**config.mk**
```make
export PLATFORM = sky130hd
export DESIGN_NAME = dp_multicycle
export DESIGN_NICKNAME = d
export VERILOG_FILES = /design/src/rtl/dp_multicycle.sv
export SDC_FILE = /design/constraint.sdc
export NUM_CORES = 2
export LEC_CHECK = 0
export BUFFER_PORTS_ARGS = -buffer_cell sky130_fd_sc_hd__buf_2
export CELL_PAD_IN_SITES_DETAIL_PLACEMENT = 1
export CELL_PAD_IN_SITES_GLOBAL_PLACEMENT = 1
export CORE_UTILIZATION = 37
export DETAILED_ROUTE_END_ITERATION = 8
export PLACE_DENSITY = 0.76
export SYNTH_ARGS = -nofsm -noshare
export SYNTH_HDL_FRONTEND = slang
export SYNTH_SLANG_ARGS = --single-unit
```
**constraint.sdc**
```tcl
create_clock -name clock -period 215.2 [get_ports clock]
set_clock_uncertainty 0.15 [all_clocks]
set_input_delay 43.04 -clock clock [delete_from_list [all_inputs] [get_ports clock]]
set_output_delay 43.04 -clock clock [all_outputs]
set_load 0.03 [all_outputs]
```
**src/rtl/dp_multicycle.sv**
```systemverilog
`default_nettype none
// ============================================================================
// Module   : dp_multicycle
// Summary  : Multi-cycle register/RAM datapath with ALU, stack, branch unit
//            and sticky halt; one instruction in flight at a time.
// Revision : 1.0 - initial release
// ============================================================================
module dp_multicycle #(
    parameter  int DATA_W     = 32,
    parameter  int NREGS      = 8,
    parameter  int ADDR_W     = 10,
    parameter  int STACK_BASE = 10,
    parameter  int STACK_MIN  = 0,
    localparam int REG_AW     = $clog2(NREGS)
) (
    input  logic              clock,
    input  logic              reset,
    input  logic              instr_valid,
    output logic              instr_ready,
    input  logic [4:0]        alucode,
    input  logic              flag,
    input  logic              flag1,
    input  logic [REG_AW-1:0] op1,
    input  logic [20:0]       op2,
    input  logic              imControl,
    input  logic [4:0]        pcControl,
    input  logic [1:0]        stackSelect,
    input  logic              writecode,
    input  logic [DATA_W-1:0] memresult,
    output logic [ADDR_W-1:0] memaddr,
    output logic              writemem,
    output logic [DATA_W-1:0] writememdata,
    output logic [DATA_W-1:0] PC,
    output logic [DATA_W-1:0] result,
    output logic              done,
    output logic              halted,
    output logic              err_div0,
    output logic              err_ovf,
    output logic              err_unf
);

    localparam logic [3:0] c_IDLE = 4'd0;
    localparam logic [3:0] c_RD1A = 4'd1;
    localparam logic [3:0] c_RD1D = 4'd2;
    localparam logic [3:0] c_RD2A = 4'd3;
    localparam logic [3:0] c_RD2D = 4'd4;
    localparam logic [3:0] c_POPA = 4'd5;
    localparam logic [3:0] c_POPD = 4'd6;
    localparam logic [3:0] c_EXEC = 4'd7;
    localparam logic [3:0] c_WB   = 4'd8;

    localparam logic [ADDR_W-1:0] c_SP_BASE = ADDR_W'(STACK_BASE);
    localparam logic [ADDR_W-1:0] c_SP_MIN  = ADDR_W'(STACK_MIN);

    logic [3:0]        r_state;
    logic [3:0]        w_state_nxt;

    logic [4:0]        r_alucode;
    logic              r_flag;
    logic              r_flag1;
    logic [REG_AW-1:0] r_op1;
    logic [20:0]       r_op2;
    logic              r_imm;
    logic [4:0]        r_pcctl;
    logic [1:0]        r_stacksel;
    logic              r_wrcode;

    logic [DATA_W-1:0] r_regs [NREGS];
    logic [DATA_W-1:0] r_mnum1;
    logic [DATA_W-1:0] r_mnum2;
    logic [DATA_W-1:0] r_popdata;
    logic [ADDR_W-1:0] r_sp;
    logic [DATA_W-1:0] r_pc;
    logic [DATA_W-1:0] r_result;
    logic [ADDR_W-1:0] r_memaddr;
    logic              r_writemem;
    logic [DATA_W-1:0] r_wdata;
    logic              r_done;
    logic              r_halted;
    logic              r_div0;
    logic              r_ovf;
    logic              r_unf;

    logic              w_accept;
    logic [REG_AW-1:0] w_rs2;
    logic [REG_AW-1:0] w_rs3;
    logic [REG_AW-1:0] w_rs2_in;
    logic [DATA_W-1:0] w_num1;
    logic [DATA_W-1:0] w_num2;
    logic [DATA_W-1:0] w_imm;
    logic [DATA_W-1:0] w_alu;
    logic              w_div0;
    logic              w_stack_en;
    logic              w_ovf;
    logic              w_unf;
    logic              w_pop_ok;
    logic              w_do_push;
    logic              w_do_dest;
    logic              w_mem_wr;
    logic              w_reg_wr;
    logic [DATA_W-1:0] w_towrite;
    logic [ADDR_W-1:0] w_wr_addr;
    logic [DATA_W-1:0] w_wr_data;
    logic              w_taken;
    logic              w_halt;
    logic [DATA_W-1:0] w_pc_nxt;
    logic [ADDR_W-1:0] w_memaddr_nxt;

    assign instr_ready  = (r_state == c_IDLE) && !r_halted;
    assign w_accept     = instr_ready && instr_valid;
    assign memaddr      = r_memaddr;
    assign writemem     = r_writemem;
    assign writememdata = r_wdata;
    assign PC           = r_pc;
    assign result       = r_result;
    assign done         = r_done;
    assign halted       = r_halted;
    assign err_div0     = r_div0;
    assign err_ovf      = r_ovf;
    assign err_unf      = r_unf;

    assign w_rs2    = REG_AW'(r_op2[20:18]);
    assign w_rs3    = REG_AW'(r_op2[17:15]);
    assign w_rs2_in = REG_AW'(op2[20:18]);

    // Register-sourced operands are stable for the whole instruction,
    // so they are read directly instead of being captured.
    assign w_imm  = {{(DATA_W-21){r_op2[20]}}, r_op2};
    assign w_num1 = r_flag ? r_mnum1 : r_regs[r_op1];
    assign w_num2 = r_imm ? w_imm : (r_flag1 ? r_mnum2 : r_regs[w_rs2]);

    always_comb begin
        w_state_nxt = r_state;
        case (r_state)
            c_IDLE: begin
                if (w_accept) begin
                    if (flag)                     w_state_nxt = c_RD1A;
                    else if (!imControl && flag1) w_state_nxt = c_RD2A;
                    else if (stackSelect == 2'd2) w_state_nxt = c_POPA;
                    else                          w_state_nxt = c_EXEC;
                end
            end
            c_RD1A: w_state_nxt = c_RD1D;
            c_RD1D: begin
                if (!r_imm && r_flag1)        w_state_nxt = c_RD2A;
                else if (r_stacksel == 2'd2)  w_state_nxt = c_POPA;
                else                          w_state_nxt = c_EXEC;
            end
            c_RD2A: w_state_nxt = c_RD2D;
            c_RD2D: w_state_nxt = (r_stacksel == 2'd2) ? c_POPA : c_EXEC;
            c_POPA: w_state_nxt = c_POPD;
            c_POPD: w_state_nxt = c_EXEC;
            c_EXEC: w_state_nxt = c_WB;
            c_WB:   w_state_nxt = c_IDLE;
            default: w_state_nxt = c_IDLE;
        endcase
    end

    always_comb begin
        w_alu  = '1;
        w_div0 = 1'b0;
        case (r_alucode)
            5'd0:  w_alu = w_num1;
            5'd1:  w_alu = w_num1 + w_num2;
            5'd2:  w_alu = w_num1 - w_num2;
            5'd3:  w_alu = w_num1 * w_num2;
            5'd4: begin
                if (w_num2 == '0) w_div0 = 1'b1;
                else              w_alu  = w_num1 / w_num2;
            end
            5'd5: begin
                if (w_num2 == '0) w_div0 = 1'b1;
                else              w_alu  = w_num1 % w_num2;
            end
            5'd6:  w_alu = w_num1 | w_num2;
            5'd7:  w_alu = w_num1 & w_num2;
            5'd8:  w_alu = w_num1 ^ w_num2;
            5'd9:  w_alu = ~w_num1;
            5'd10: w_alu = w_num1 >> 1;
            5'd11: w_alu = w_num1 << 1;
            default: w_alu = '1;
        endcase
    end

    // Stack and destination writes only happen on sequential-flow instructions.
    always_comb begin
        w_stack_en = (r_pcctl == 5'd0);
        w_unf      = w_stack_en && (r_stacksel == 2'd2) && (r_sp == c_SP_BASE);
        w_ovf      = w_stack_en && (r_stacksel == 2'd1) && (r_sp == c_SP_MIN);
        w_pop_ok   = w_stack_en && (r_stacksel == 2'd2) && !w_unf;
        w_do_push  = w_stack_en && (r_stacksel == 2'd1) && !w_ovf;
        w_do_dest  = w_stack_en && (r_stacksel != 2'd1) && !w_unf;
        w_towrite  = w_pop_ok ? r_popdata : (r_wrcode ? w_num2 : w_alu);
        w_mem_wr   = w_do_push || (w_do_dest && r_flag);
        w_reg_wr   = w_do_dest && !r_flag;
        w_wr_addr  = w_do_push ? r_sp : r_regs[r_op1][ADDR_W-1:0];
        w_wr_data  = w_do_push ? w_num1 : w_towrite;
    end

    always_comb begin
        w_taken  = 1'b0;
        w_halt   = 1'b0;
        w_pc_nxt = r_pc + DATA_W'(1);
        case (r_pcctl)
            5'd0: w_taken = 1'b0;
            5'd1: w_taken = (w_num1 == w_num2);
            5'd2: w_taken = (w_num1 <  w_num2);
            5'd3: w_taken = (w_num1 >  w_num2);
            5'd4: w_taken = (w_num1 != w_num2);
            5'd5: w_taken = (w_num1 <= w_num2);
            5'd6: w_taken = (w_num1 >= w_num2);
            5'd7: w_taken = (w_num1 != '0);
            5'd8: w_taken = (w_num1 == '0);
            5'd9: w_pc_nxt = r_pc + r_regs[r_op1];
            default: begin
                w_pc_nxt = r_pc;
                w_halt   = 1'b1;
            end
        endcase
        if (w_taken) w_pc_nxt = r_pc + r_regs[w_rs3];
    end

    // The address register is loaded on entry to each access state so the
    // RAM sees it for the whole state.
    always_comb begin
        w_memaddr_nxt = r_memaddr;
        case (w_state_nxt)
            c_RD1A: w_memaddr_nxt = r_regs[op1][ADDR_W-1:0];
            c_RD2A: w_memaddr_nxt = (r_state == c_IDLE) ? r_regs[w_rs2_in][ADDR_W-1:0]
                                                        : r_regs[w_rs2][ADDR_W-1:0];
            c_POPA: w_memaddr_nxt = r_sp + ADDR_W'(1);
            c_WB:   if (w_mem_wr) w_memaddr_nxt = w_wr_addr;
            default: w_memaddr_nxt = r_memaddr;
        endcase
    end

    always_ff @(posedge clock) begin
        if (reset) begin
            r_state    <= c_IDLE;
            r_alucode  <= '0;
            r_flag     <= 1'b0;
            r_flag1    <= 1'b0;
            r_op1      <= '0;
            r_op2      <= '0;
            r_imm      <= 1'b0;
            r_pcctl    <= '0;
            r_stacksel <= '0;
            r_wrcode   <= 1'b0;
            for (int i = 0; i < NREGS; i++) r_regs[i] <= '0;
            r_mnum1    <= '0;
            r_mnum2    <= '0;
            r_popdata  <= '0;
            r_sp       <= c_SP_BASE;
            r_pc       <= '0;
            r_result   <= '0;
            r_memaddr  <= '0;
            r_writemem <= 1'b0;
            r_wdata    <= '0;
            r_done     <= 1'b0;
            r_halted   <= 1'b0;
            r_div0     <= 1'b0;
            r_ovf      <= 1'b0;
            r_unf      <= 1'b0;
        end else begin
            r_state    <= w_state_nxt;
            r_memaddr  <= w_memaddr_nxt;
            r_writemem <= 1'b0;
            r_done     <= 1'b0;
            r_div0     <= 1'b0;
            r_ovf      <= 1'b0;
            r_unf      <= 1'b0;
            if (w_accept) begin
                r_alucode  <= alucode;
                r_flag     <= flag;
                r_flag1    <= flag1;
                r_op1      <= op1;
                r_op2      <= op2;
                r_imm      <= imControl;
                r_pcctl    <= pcControl;
                r_stacksel <= stackSelect;
                r_wrcode   <= writecode;
            end
            case (r_state)
                c_RD1D: r_mnum1   <= memresult;
                c_RD2D: r_mnum2   <= memresult;
                c_POPD: r_popdata <= memresult;
                c_EXEC: begin
                    // Architectural updates commit here so that WB presents
                    // done, the error pulses and the RAM write together.
                    r_result   <= w_alu;
                    r_done     <= 1'b1;
                    r_div0     <= w_div0;
                    r_ovf      <= w_ovf;
                    r_unf      <= w_unf;
                    r_writemem <= w_mem_wr;
                    if (w_mem_wr) r_wdata <= w_wr_data;
                    if (w_reg_wr) r_regs[r_op1] <= w_towrite;
                    if (w_do_push)     r_sp <= r_sp - ADDR_W'(1);
                    else if (w_pop_ok) r_sp <= r_sp + ADDR_W'(1);
                    r_pc <= w_pc_nxt;
                    if (w_halt) r_halted <= 1'b1;
                end
                default: ;
            endcase
        end
    end

endmodule
`default_nettype wire

```
After elaboration in Yosys (flattened, before gate mapping) --
Memory sizes are Yosys's and may differ from the RTL's. A register that Yosys moved wholly into a read port is not among the register bits. Cells that the tools add are included.
Storage, ports and cells: output and inout bits 113, bits in read-only memories 0, latch bits 0, memory bits (writable) 256, flip-flop bits (word level) 262, memories 1
Memory list:
- r_regs | words 8, bits a word 32, read ports 5, clocked after Yosys merged registers in 3, write ports 8, RTL line 68 | logic [DATA_W-1:0] r_regs [NREGS];
Cells by class: bitwise operators 7, shift operators 0, equal/unequal tests 39, multiplexer cells 42, divide/modulo/power cells 2, add/sub/neg operators 7, reduce and logical (&&, ||, !) cells 42, $lt $le $gt $ge 4, multiply operators 1
Operators with widths (count):
- $pmux W32 S12 | 1
- $mux W32 | 10
- $add A32 B32 Y32 | 3
- $logic_not A32 Y1 | 2
- $pmux W32 S2 | 1
- $mux W10 | 5
- $eq A5 B3 Y1 const B | 8
- $pmux W10 S4 | 1
- $add A32 B1 Y32 const B | 1
- $and A32 B32 Y32 | 1
- $div A32 B32 Y32 | 1
- $eq A32 B32 Y1 | 1
- $ge A32 B32 Y1 | 1
- $gt A32 B32 Y1 | 1
- $le A32 B32 Y1 | 1
- $lt A32 B32 Y1 | 1
- $mod A32 B32 Y32 | 1
- $mul A32 B32 Y32 | 1
- $ne A32 B32 Y1 | 1
- $not A32 Y32 | 1
- $or A32 B32 Y32 | 1
- $pmux W4 S8 | 1
- $reduce_bool A32 Y1 | 1
- $reduce_or A32 Y1 | 1
- 36 further kinds | 97

Longest topological paths before layout --
depth after elaboration 12, depth in mapped cells 395

Least setup slack after synthesis --
No wires, ideal clock.
kind register -> register, from reg with a tool-made name, to mem r_regs[0][13] (data pin), arrival time 81.304 ns, setup slack 133.467 ns, clock period less this slack 81.733 ns, buffers on the path 66, cell stages (with the launch flop) 367, library setup time 0.279 ns, cells stage by stage dfxtp_1 > buf_6 > buf_8 > buf_6 > buf_6 > nor2_1 > a22o_1 > nor3_1 > o31ai_2 > nand2_1 > or4_1 > clkbuf_1 > clkbuf_1 > o21ai_0 > a21boi_0 > ha_1 > o21a_1 > nor2_1 > [... 331 more ...] > mux2_2 > ha_1 > a21oi_1 > inv_1 > a221oi_1 > o22ai_1 > inv_1 > o2111ai_1 > a41o_1 > a21oi_1 > clkbuf_1 > clkbuf_1 > a21oi_1 > a311o_1 > a21oi_1 > o21ai_0 > o21ai_1 > a211oi_1
RTL lines (RTL line):
- end: declaration | 68

==> results.py <==
metrics = {
    "status": {
        "run_status": "finished, violations left",
        "violations": "max-capacitance violations",
    },
    "place": {
        "dp_slack_ps": 118610,
        "gp_routability_congestion": 1.05,
        "io_buffers": 187,
        "place_inst": 12839,
        "hpwl_mm": 337,
        "dpl-instance-area_mm2": 0.0855,
    },
    "routing": {
        "drt-initial-drc-count": 10331,
        "route.final.wire_length_mm": 446,
        "post_drt_via_cell_ratio": 6.60,
        "dr_drc_count": 0,
        "detail-route-antenna-nets": 0,
        "average_wire_per_cell_in_the_routed_design_um": 34.4,
        "vias": 85462,
        "detail_route.first_pass.iterations": 6,
    },
    "timing": {
        "fmax_mhz": 10.0,
        "rsz0062_at_grt": "false",
        "postLayoutSetupSlackWorst_ps": 115400,
        "maxSlewHeadroom_pct": 0.434,
        "final.min_clock_period_ps": 99800,
        "tightest_slew_ps": 1490,
        "timing.final.crit_share_pct": 46.4,
        "timing_max_transition_violations_final": 0,
        "setup-violations-final": 0,
        "final-hold-violation-count": 0,
        "totalNegativeSetupSlack_ps": 0,
    },
    "cells_and_area": {
        "layoutNonFillerInstCount": 12958,
        "fin_nets": 11330,
        "area_growth_syn_to_layout_pct": 8.82,
        "fin_area_mm2": 0.0875,
        "drive_gt1_share_pct": 11.4,
        "ff_latch_area_mm2": 0.0131,
        "multi_input_area_mm2": 0.0628,
        "final.fill_count": 26005,
    },
    "critical_path": {
        "timing.critical_path.slowest_stage_cell": "sky130_fd_sc_hd__a31oi_4",
        "rr_worst_depth": 332,
        "cp.arrival_ps": 100030,
        "path_class": "reg -> reg",
        "reg2reg_slack_ps": 115400,
        "endpoint_kind": "flop",
        "path_max_fanout": 40,
        "critPathMaxStageDelay_ps": 980,
        "worst_setup_path_start_kind": "flop",
        "worstPathRequired_ps": 215430,
        "crit-reg2reg-capture": "r_regs[0][19]",
        "crit_top_cell": "sky130_fd_sc_hd__a21oi_1",
    },
    "clock_network": {
        "cts.root.buffer_cell": "sky130_fd_sc_hd__clkbuf_16",
        "clock_tree_from_tritoncts": "done",
        "reg_clk_slew_reported_paths_ps": 60,
        "ctsResizeCount": 0,
        "clock_path_buffers": 3,
        "tritoncts.num_buffers": 56,
        "clk-insertion-delay-late_ps": 690,
        "cts-htree-levels": 2,
        "clock-sinks": 527,
        "postCtsHoldBufs": 0,
        "post_cts_buffers": 0,
    },
    "synthesis": {
        "ys_top_cells_by_area": "sky130_fd_sc_hd__ha_1 12%, sky130_fd_sc_hd__fa_1 10%, sky130_fd_sc_hd__edfxtp_1 9.6%, sky130_fd_sc_hd__dfxtp_1 6.7%, sky130_fd_sc_hd__nand2_1 6.3%",
        "synthesis.yosys.warnings": 0,
        "avgSynthCellArea_um2": 8.00,
        "synth_edf_count": 256,
        "mapped_area_mm2": 0.0804,
        "ys_ff_latch": 527,
        "netlist_top_cells_count": "1342 x sky130_fd_sc_hd__nand2_1, 1107 x sky130_fd_sc_hd__nor2_1, 794 x sky130_fd_sc_hd__a21oi_1, 784 x sky130_fd_sc_hd__ha_1, 715 x sky130_fd_sc_hd__inv_1",
        "post_synth_num_cell_types": 123,
        "synth_flop_cell": "sky130_fd_sc_hd__dfxtp_1",
        "synthMostInstantiatedCell": "sky130_fd_sc_hd__nand2_1",
        "yosysSeqAreaShare_pct": 16.3,
        "post_synthesis_cell_type_with_the_largest_combined_area": "sky130_fd_sc_hd__ha_1",
        "synth_top_area_share_pct": 12.2,
        "syn_inst": 10044,
        "synth.net_count": 11315,
        "synth-async-reset-ratio_pct": 0,
    },
    "hold_path": {
        "hold_path.class": "reg -> reg",
        "timing.hold.worst_path_depth": 2,
        "timing.hold.worst.start": "r_op2[6]",
        "whs_endpoint": "r_op2[6]",
    },
    "floorplanning": {
        "die_height_um": 468,
        "floorplan.initialDensity_pct": 37.3,
        "chipWidth_um": 468,
        "boundaryPins": 188,
        "die_area_mm2": 0.219,
        "core_area_mm2": 0.215,
        "num_rows": 170,
    },
    "global_routing": {
        "grt_pass1_wl_mm": 630,
        "grt_pass1_vias": 87259,
        "grtUsageTotal_pct": 39.7,
        "maximum_number_of_pins_on_one_net_before_global_route_repair": 72,
        "grt.overflow.total": 0,
        "initial_antenna_violation_count": 29,
    },
    "flow_run": {
        "drv_cap": 2,
    },
}
-- critical path, delay by kind of cell (launching register included) --
kind | cells | cell delay, ps
adder cells (fa/ha/maj) | 31 | 9650
flip-flops | 1 | 780
AO/OA/AOI/OAI | 184 | 55570
AND/OR/NAND/NOR | 80 | 23370
buffers and inverters | 29 | 6910
multiplexers | 8 | 2770
-- cells by family (layout without fill, tap and decap cells) --
group	after synthesis	in the layout	share of synthesized area [%]
xor gates and xnor gates	447	447	4.87
buffers and inverters	1271	1334	6.17
and+or+nand+nor	3519	3519	19.5
muxes	478	478	9.18
adders and majority gates	1196	1196	22.5
other	0	13	0
DFF	527	527	16.3
AOI/OAI and AO/OA	2606	2606	21.5
-- per-layer routing --
metal | routed length, um | share of wire (%) | global-route usage (%) | up-vias
li1 | - | - | - | 35740
met1 | 169000 | 38 | 48.7 | 43003
met2 | 187000 | 42 | 59.1 | 5176
met3 | 48200 | 11 | 10.4 | 1527
met4 | 41500 | 9.3 | 30.7 | 16
met5 | 175 | 0.039 | 0.285 | -
-- cells in the final DEF (no fill, tap or decap), types with 224 or more instances in the layout --
cell type,instances
sky130_fd_sc_hd__a21o_1,224
sky130_fd_sc_hd__a21oi_1,788
sky130_fd_sc_hd__buf_4,296
sky130_fd_sc_hd__dfxtp_1,259
sky130_fd_sc_hd__edfxtp_1,256
sky130_fd_sc_hd__fa_1,412
sky130_fd_sc_hd__ha_1,784
sky130_fd_sc_hd__inv_1,714
sky130_fd_sc_hd__nand2_1,1331
sky130_fd_sc_hd__nor2_1,1102
sky130_fd_sc_hd__nor3_1,229
sky130_fd_sc_hd__o21ai_0,436
sky130_fd_sc_hd__xnor2_1,307
-- worst max-delay path by stage --
stage,endpoint,cells past startpoint
after floorplan,r_regs[0][13],366
after global placement,r_regs[4][15],327
after detailed placement,r_regs[0][15],328
after CTS,r_regs[5][15],329
after global routing,r_regs[2][15],333
final,r_regs[0][19],332
-- sequential cells by signal, summed over array words and instances (netlist names), 21 cells and up, named ones only --
register,cells
r_op2,21
r_mnum2,32
result,32
r_mnum1,32
r_popdata,32
writememdata,32
r_regs,256
PC,32
-- cell type report --
cell class,instances,share of cell area [%]
Inverter,742,3.18
Tap cell,2838,4.06
Antenna cell,13,0.0372
Multi-Input combinational cell,8246,71.8
Timing Repair Buffer,486,3.67
Clock inverter,36,0.524
Sequential cell,527,15.0
Clock buffer,70,1.73
-- metrics by stage --
stage,utilization (%),hold slack [ps]
after floorplan,-,281
after global placement,39.7,288
after detailed placement,39.7,295
after CTS,40.6,304
after global routing,40.6,328
final,40.6,303
Power is left out: the tool's default activity adds up to more than one toggle a clock period on the data nets, which glitch-free logic cannot reach.
